**config.mk**
```make
export PLATFORM = sky130hd
export DESIGN_NAME = key_debounce_n
export DESIGN_NICKNAME = d
export VERILOG_FILES = /design/src/rtl/key_debounce_pkg.sv /design/src/rtl/key_debounce_ch.sv /design/src/rtl/key_debounce_n.sv
export SDC_FILE = /design/constraint.sdc
export NUM_CORES = 1
export LEC_CHECK = 0
export ABC_CLOCK_PERIOD_IN_PS = 1600
export CORE_ASPECT_RATIO = 0.9
export CORE_MARGIN = 8
export CORE_UTILIZATION = 47
export CTS_CLUSTER_DIAMETER = 50
export DETAILED_ROUTE_END_ITERATION = 10
export DONT_BUFFER_PORTS = 1
export GPL_ROUTABILITY_DRIVEN = 0
export SLEW_MARGIN = 20
export SYNTH_ARGS = -nofsm -noshare
export SYNTH_HDL_FRONTEND = slang
export SYNTH_SLANG_ARGS = --single-unit
export TNS_END_PERCENT = 30
```
**constraint.sdc**
```tcl
create_clock -name clk100hz -period 1.6 [get_ports clk100hz]
set_clock_uncertainty 0.1 [all_clocks]
set_input_delay 0.32 -clock clk100hz [delete_from_list [all_inputs] [get_ports clk100hz]]
set_output_delay 0.32 -clock clk100hz [all_outputs]
set_load 0.02 [all_outputs]
```
**src/rtl/key_debounce_pkg.sv**
```systemverilog
// Shared types and helpers for the multi-channel key debouncer.
package key_debounce_pkg;

    // Per-channel debounce state.
    typedef enum logic [1:0] {
        ST_RELEASED     = 2'd0,
        ST_PRESS_WAIT   = 2'd1,
        ST_HELD         = 2'd2,
        ST_RELEASE_WAIT = 2'd3
    } key_state_t;

    // Smallest counter width able to hold max(a, b) without wrapping.
    function automatic int cnt_width(input int a, input int b);
        int m;
        int w;
        m = (a > b) ? a : b;
        w = 1;
        for (int i = 0; i < 32; i++) begin
            if ((1 << w) <= m) begin
                w = w + 1;
            end
        end
        return w;
    endfunction

endpackage

```
**src/rtl/key_debounce_ch.sv**
```systemverilog
// One debounce channel: 2-flop synchronizer, four-state debounce FSM,
// registered level/press/release outputs. Long-press detection is built
// only when KEY_DEBOUNCE_LONG_PRESS_EN is defined; otherwise key_long is 0.
module key_debounce_ch
    import key_debounce_pkg::*;
#(
    parameter int STABLE_CNT = 3,
    parameter int LONG_CNT   = 100,
    parameter int ACTIVE_LOW = 0
) (
    input  logic clk100hz,
    input  logic rst,
    input  logic btn,
    output logic key_level,
    output logic key_press,
    output logic key_release,
    output logic key_long
);

    localparam int           CW        = cnt_width(STABLE_CNT, LONG_CNT);
    localparam logic [CW-1:0] CNT_LAST = CW'(STABLE_CNT - 1);
    localparam logic [CW-1:0] CNT_MAX  = '1;
    // Raw pin level that means "not pressed".
    localparam logic          REL_LEVEL = (ACTIVE_LOW != 0);

    logic          sync1_reg;
    logic          sync2_reg;
    logic          sample;
    key_state_t    state_reg;
    key_state_t    state_next;
    logic [CW-1:0] cnt_reg;
    logic [CW-1:0] cnt_next;
    logic [CW-1:0] cnt_inc;
    logic          level_reg;
    logic          press_reg;
    logic          release_reg;
    logic          enter_held;
    logic          in_pressed;

    // Two-flop synchronizer; reset parks it at the released pin level.
    always_ff @(posedge clk100hz) begin
        if (rst) begin
            sync1_reg <= REL_LEVEL;
            sync2_reg <= REL_LEVEL;
        end else begin
            sync1_reg <= btn;
            sync2_reg <= sync1_reg;
        end
    end

    // Normalised sample: 1 always means pressed.
    assign sample  = sync2_reg ^ REL_LEVEL;
    assign cnt_inc = (cnt_reg == CNT_MAX) ? cnt_reg : cnt_reg + CW'(1);

    // Debounce state and agreement counter registers.
    always_ff @(posedge clk100hz) begin
        if (rst) begin
            state_reg <= ST_RELEASED;
            cnt_reg   <= '0;
        end else begin
            state_reg <= state_next;
            cnt_reg   <= cnt_next;
        end
    end

    // Next-state: a single sample agreeing with the current level aborts a pending change.
    always_comb begin
        state_next = state_reg;
        cnt_next   = cnt_reg;
        case (state_reg)
            ST_RELEASED: begin
                if (sample) begin
                    state_next = ST_PRESS_WAIT;
                    cnt_next   = CW'(1);
                end else begin
                    cnt_next   = '0;
                end
            end
            ST_PRESS_WAIT: begin
                if (!sample) begin
                    state_next = ST_RELEASED;
                    cnt_next   = '0;
                end else if (cnt_reg == CNT_LAST) begin
                    state_next = ST_HELD;
                    cnt_next   = '0;
                end else begin
                    cnt_next   = cnt_inc;
                end
            end
            ST_HELD: begin
                if (!sample) begin
                    state_next = ST_RELEASE_WAIT;
                    cnt_next   = CW'(1);
                end else begin
                    cnt_next   = '0;
                end
            end
            ST_RELEASE_WAIT: begin
                if (sample) begin
                    state_next = ST_HELD;
                    cnt_next   = '0;
                end else if (cnt_reg == CNT_LAST) begin
                    state_next = ST_RELEASED;
                    cnt_next   = '0;
                end else begin
                    cnt_next   = cnt_inc;
                end
            end
            default: begin
                state_next = ST_RELEASED;
                cnt_next   = '0;
            end
        endcase
    end

    assign enter_held = (state_reg == ST_PRESS_WAIT) && (state_next == ST_HELD);
    assign in_pressed = (state_reg == ST_HELD) || (state_reg == ST_RELEASE_WAIT);

    // Registered outputs, aligned with the state transition that causes them.
    always_ff @(posedge clk100hz) begin
        if (rst) begin
            level_reg   <= 1'b0;
            press_reg   <= 1'b0;
            release_reg <= 1'b0;
        end else begin
            level_reg   <= (state_next == ST_HELD) || (state_next == ST_RELEASE_WAIT);
            press_reg   <= enter_held;
            release_reg <= (state_reg == ST_RELEASE_WAIT) && (state_next == ST_RELEASED);
        end
    end

    assign key_level   = level_reg;
    assign key_press   = press_reg;
    assign key_release = release_reg;

`ifdef KEY_DEBOUNCE_LONG_PRESS_EN
    localparam logic [CW-1:0] LONG_LAST = CW'(LONG_CNT - 1);

    logic [CW-1:0] hold_reg;
    logic          long_reg;

    // Hold counter restarts only on a fresh press; bounce returns keep counting.
    always_ff @(posedge clk100hz) begin
        if (rst) begin
            hold_reg <= '0;
            long_reg <= 1'b0;
        end else begin
            long_reg <= in_pressed && (state_next != ST_RELEASED) && (hold_reg == LONG_LAST);
            if (enter_held) begin
                hold_reg <= '0;
            end else if (in_pressed && (hold_reg != CNT_MAX)) begin
                hold_reg <= hold_reg + CW'(1);
            end
        end
    end

    assign key_long = long_reg;
`else
    assign key_long = 1'b0;
`endif

endmodule

```
**src/rtl/key_debounce_n.sv**
```systemverilog
// N-channel key debouncer: one independent key_debounce_ch per key.
// Optional long-press pulses are enabled with KEY_DEBOUNCE_LONG_PRESS_EN.
module key_debounce_n
    import key_debounce_pkg::*;
#(
    parameter int N_KEYS     = 4,
    parameter int STABLE_CNT = 3,
    parameter int LONG_CNT   = 100,
    parameter int ACTIVE_LOW = 0
) (
    input  logic              clk100hz,
    input  logic              rst,
    input  logic [N_KEYS-1:0] btn,
    output logic [N_KEYS-1:0] key_level,
    output logic [N_KEYS-1:0] key_press,
    output logic [N_KEYS-1:0] key_release,
    output logic [N_KEYS-1:0] key_long
);

    genvar gi;
    generate
        for (gi = 0; gi < N_KEYS; gi++) begin : g_ch
            key_debounce_ch #(
                .STABLE_CNT (STABLE_CNT),
                .LONG_CNT   (LONG_CNT),
                .ACTIVE_LOW (ACTIVE_LOW)
            ) u_ch (
                .clk100hz    (clk100hz),
                .rst         (rst),
                .btn         (btn[gi]),
                .key_level   (key_level[gi]),
                .key_press   (key_press[gi]),
                .key_release (key_release[gi]),
                .key_long    (key_long[gi])
            );
        end
    endgenerate

endmodule
```
==> summary.txt <==
Outcome
  – Status: complete, no violations

Synthesis
  – Post-Syn Area per Cell: 9.42 um^2
  – Seq cells post-synth: 56
  – Synth Area in Simple Gates: 0.260
  – Post-synthesis compound-gate area fraction: 0.0773
  – Seq/Total Area, Yosys: 0.474
  – Synth cell types: 34
  – Synth Instances: 251
  – Asr flop ratio synth: 0
  – Area contributors post-synth: dfxtp_1 47%, buf_4 5.1%, ha_1 4.2%, nor2b_1 4.2%, a21oi_1 3.8%
  – Post-synth EDFFs: 0
  – Largest family of logic cells by synthesized area: simple AND/OR/NAND/NOR gates
  – Ys Warns: 0
  – Synth Area in XOR/XNOR: 0.0593
  – Mapped Area: 2360 um^2
  – Synth area leader: dfxtp_1
  – Primary FF master, synth: dfxtp_1
  – Share of the synthesized area in the top cell type: 0.474
  – Synth Area in Adders: 0.0424
  – Multiplexer area fraction after synthesis: 0.0169

STA
  – FMAX: 649 MHz
  – Slew @ Worst Pin: 0.669 ns
  – Post-layout min period: 1.54 ns
  – Final setup viols: 0
  – Worst Setup Slack, final: 0.0599 ns
  – Fin crit share: 0.963
  – Unrepaired setup endpoints after global routing: yes
  – Hold slack: 0.0445 ns
  – Final hold violations: 0
  – Slew Limit Fails: 0
  – Slew margin rel.: 0.552

Pwr
  – Leakage: 0.910 nW
  – Pwr/cell area: 910 nW/um^2
  – Peak VDD IR: 0.000411 V

Floorplan
  – Initial Utilization: 0.489
  – IO Count: 22
  – Die X: 90.8 um
  – # rows: 24
  – Core ar.: 4830 um^2
  – DIE AREA: 7560 um^2
  – Die Height: 83.3 um

Global route
  – First-pass GRT wire length: 6710 um
  – Congestion Overflow GR: 0
  – Largest net degree at the start of global routing: 17
  – Initial antenna violation count: 0
  – Vias in the first global route: 1436
  – Total GRT Usage: 0.107

Final layout
  – Final Net Count: 260
  – Fill count: 469
  – Layout area overhead: 4.34%
  – Max reg flops: 28
  – Most common cell after layout, fill and taps aside: dfxtp_1
  – Commonest non-fill, non-tap cells in the layout: 53 x dfxtp_1, 24 x nor2_1, 18 x a21oi_1, 16 x nor2b_1, 11 x nand3_1
  – Share of layout cells above drive strength 1: 0.0688
  – Fin area: 2470 um^2
  – Ant. Diodes: 0

Setup path
  – Type of origin of the critical path: register
  – Crit Path Class: register to register
  – Worst Setup SP: g_ch[2].u_ch.cnt_reg[0]$_SDFF_PP0_
  – Crit path cell chain: ha_1, and3_1, nand4_4, xnor2_1, o21ai_0
  – Crit-path max FO: 6
  – Crit. End Element: register
  – Crit path largest cell delay: 0.40 ns
  – CP required: 1.72 ns
  – Worst r2r src: g_ch[2].u_ch.cnt_reg[0]$_SDFF_PP0_
  – Worst EP arrival: 1.66 ns
  – Slowest cell on crit path: dfxtp_1

Clocking
  – Clock transition at path regs: 0.09 ns
  – CTS buffer count: 5
  – CTS root buffer: clkbuf_8
  – Clock latency at the later pin of the worst-skew pair: 0.30 ns
  – CTS tree: built
  – Max Root-Sink Buffers: 2
  – CTS H-tree depth: 2
  – TritonCTS Sinks: 56

Drt
  – Total wire length: 3920 um
  – Antenna-violating nets left: 0
  – WL/cell: 12.5 um
  – Via Count: 1580
  – DRT Pass-1 Iters: 4
  – DR DRC count: 0
  – Post-DR vias/cell: 5.06
  – DRT iter0 DRCs: 50

Place
  – Port buffer count: 0
  – DP Area: 2340 um^2
  – Placement Setup Slack: 0.0377 ns
  – Placed wire-length estimate: 2710 um

Hold path
  – Hold path startpoint: btn[0]
  – Hold Path Class: input port to register

Flow run
  – Max-cap violations: 0
-- metal layers --
layer / up-vias / GRT usage / wire length [um]
li1: 834 / - / -
met1: 720 / 0.131 / 1920
met2: 22 / 0.165 / 1770
met3: 4 / 0.0405 / 172
met4: 0 / 0.0453 / 46
met5: - / 0 / 0
-- cell families (layout without fill, tap and decap cells) --
logic type / Yosys count / after routing
simple gates: 106 / 106
compound gates: 33 / 33
other cells: 1 / 4
xor+xnor: 16 / 16
mux: 4 / 4
fa+ha+maj: 8 / 8
buf+inv: 27 / 20
flops: 56 / 56
-- metrics by stage --
step	utilization	TNS, ns	instances	total power [mW]
2_1_floorplan	-	0	254	1.50
3_3_place_gp	0.485	0	303	1.49
3_5_place_dp	0.485	0	303	1.49
4_1_cts	0.505	0	312	2.28
5_1_grt	0.510	-0.125	312	2.36
6_report	0.510	0	312	2.24
-- what timing repair did --
action,in CTS,in global routing
hold buffers,1,0
hold endpoints to repair,16,0
resized for setup,0,6
endpoints found under the setup margin,0,17
buffers inserted,0,0
-- power by group --
group / internal [mW] / leakage (nW) / total [mW] / switching (mW)
Clock: 0.354 / 0.0455 / 0.776 / 0.422
Sequential: 1.41 / 0.455 / 1.42 / 0.0115
Combinational: 0.0196 / 0.410 / 0.0473 / 0.0276
-- worst max-delay path: cells and delay by family, from the launching register on --
family,cells,cell delay (ns)
simple gates,2,0.45
xor+xnor,1,0.16
compound gates,1,0.17
fa+ha+maj,1,0.20
flops,1,0.40
-- final timing paths --
kind	end	slack, ns	cells past startpoint
min reg2reg	g_ch[3].u_ch.sample$_SDFF_PP0_	0.34	1
max reg2reg	g_ch[2].u_ch.cnt_reg[0]$_SDFF_PP0_	0.06	5
min	g_ch[0].u_ch.sync1_reg$_SDFF_PP0_	0.04	1
max	g_ch[2].u_ch.cnt_reg[0]$_SDFF_PP0_	0.06	5
-- synthesized netlist by cell type (all sizes together), types with 2 or more instances --
cell type	count
and3	7
clkbuf	2
or2	2
mux2i	4
ha	8
nand3	12
dfxtp	56
or3	2
nand4	6
o21ai	6
nand3b	5
xnor2	8
nor2	24
buf	16
a211oi	5
a21oi	18
xor2	8
nand2b	8
nand2	6
inv	9
and2	2
nor4b	4
nor2b	16
nor3	3
a31oi	4
nor4	5
nor3b	2
-- cell type report --
type                    instances  area [um^2]  area share
clock buffers                   8         90.1      0.0365
inverters                       9         33.8      0.0137
multi-input cells             171         1110       0.451
flip-flops and latches         56         1120       0.456
well taps                      65         81.3      0.0330
repair buffers                  3         25.0      0.0101
No activity file was read; power rests on OpenSTA's default activity.
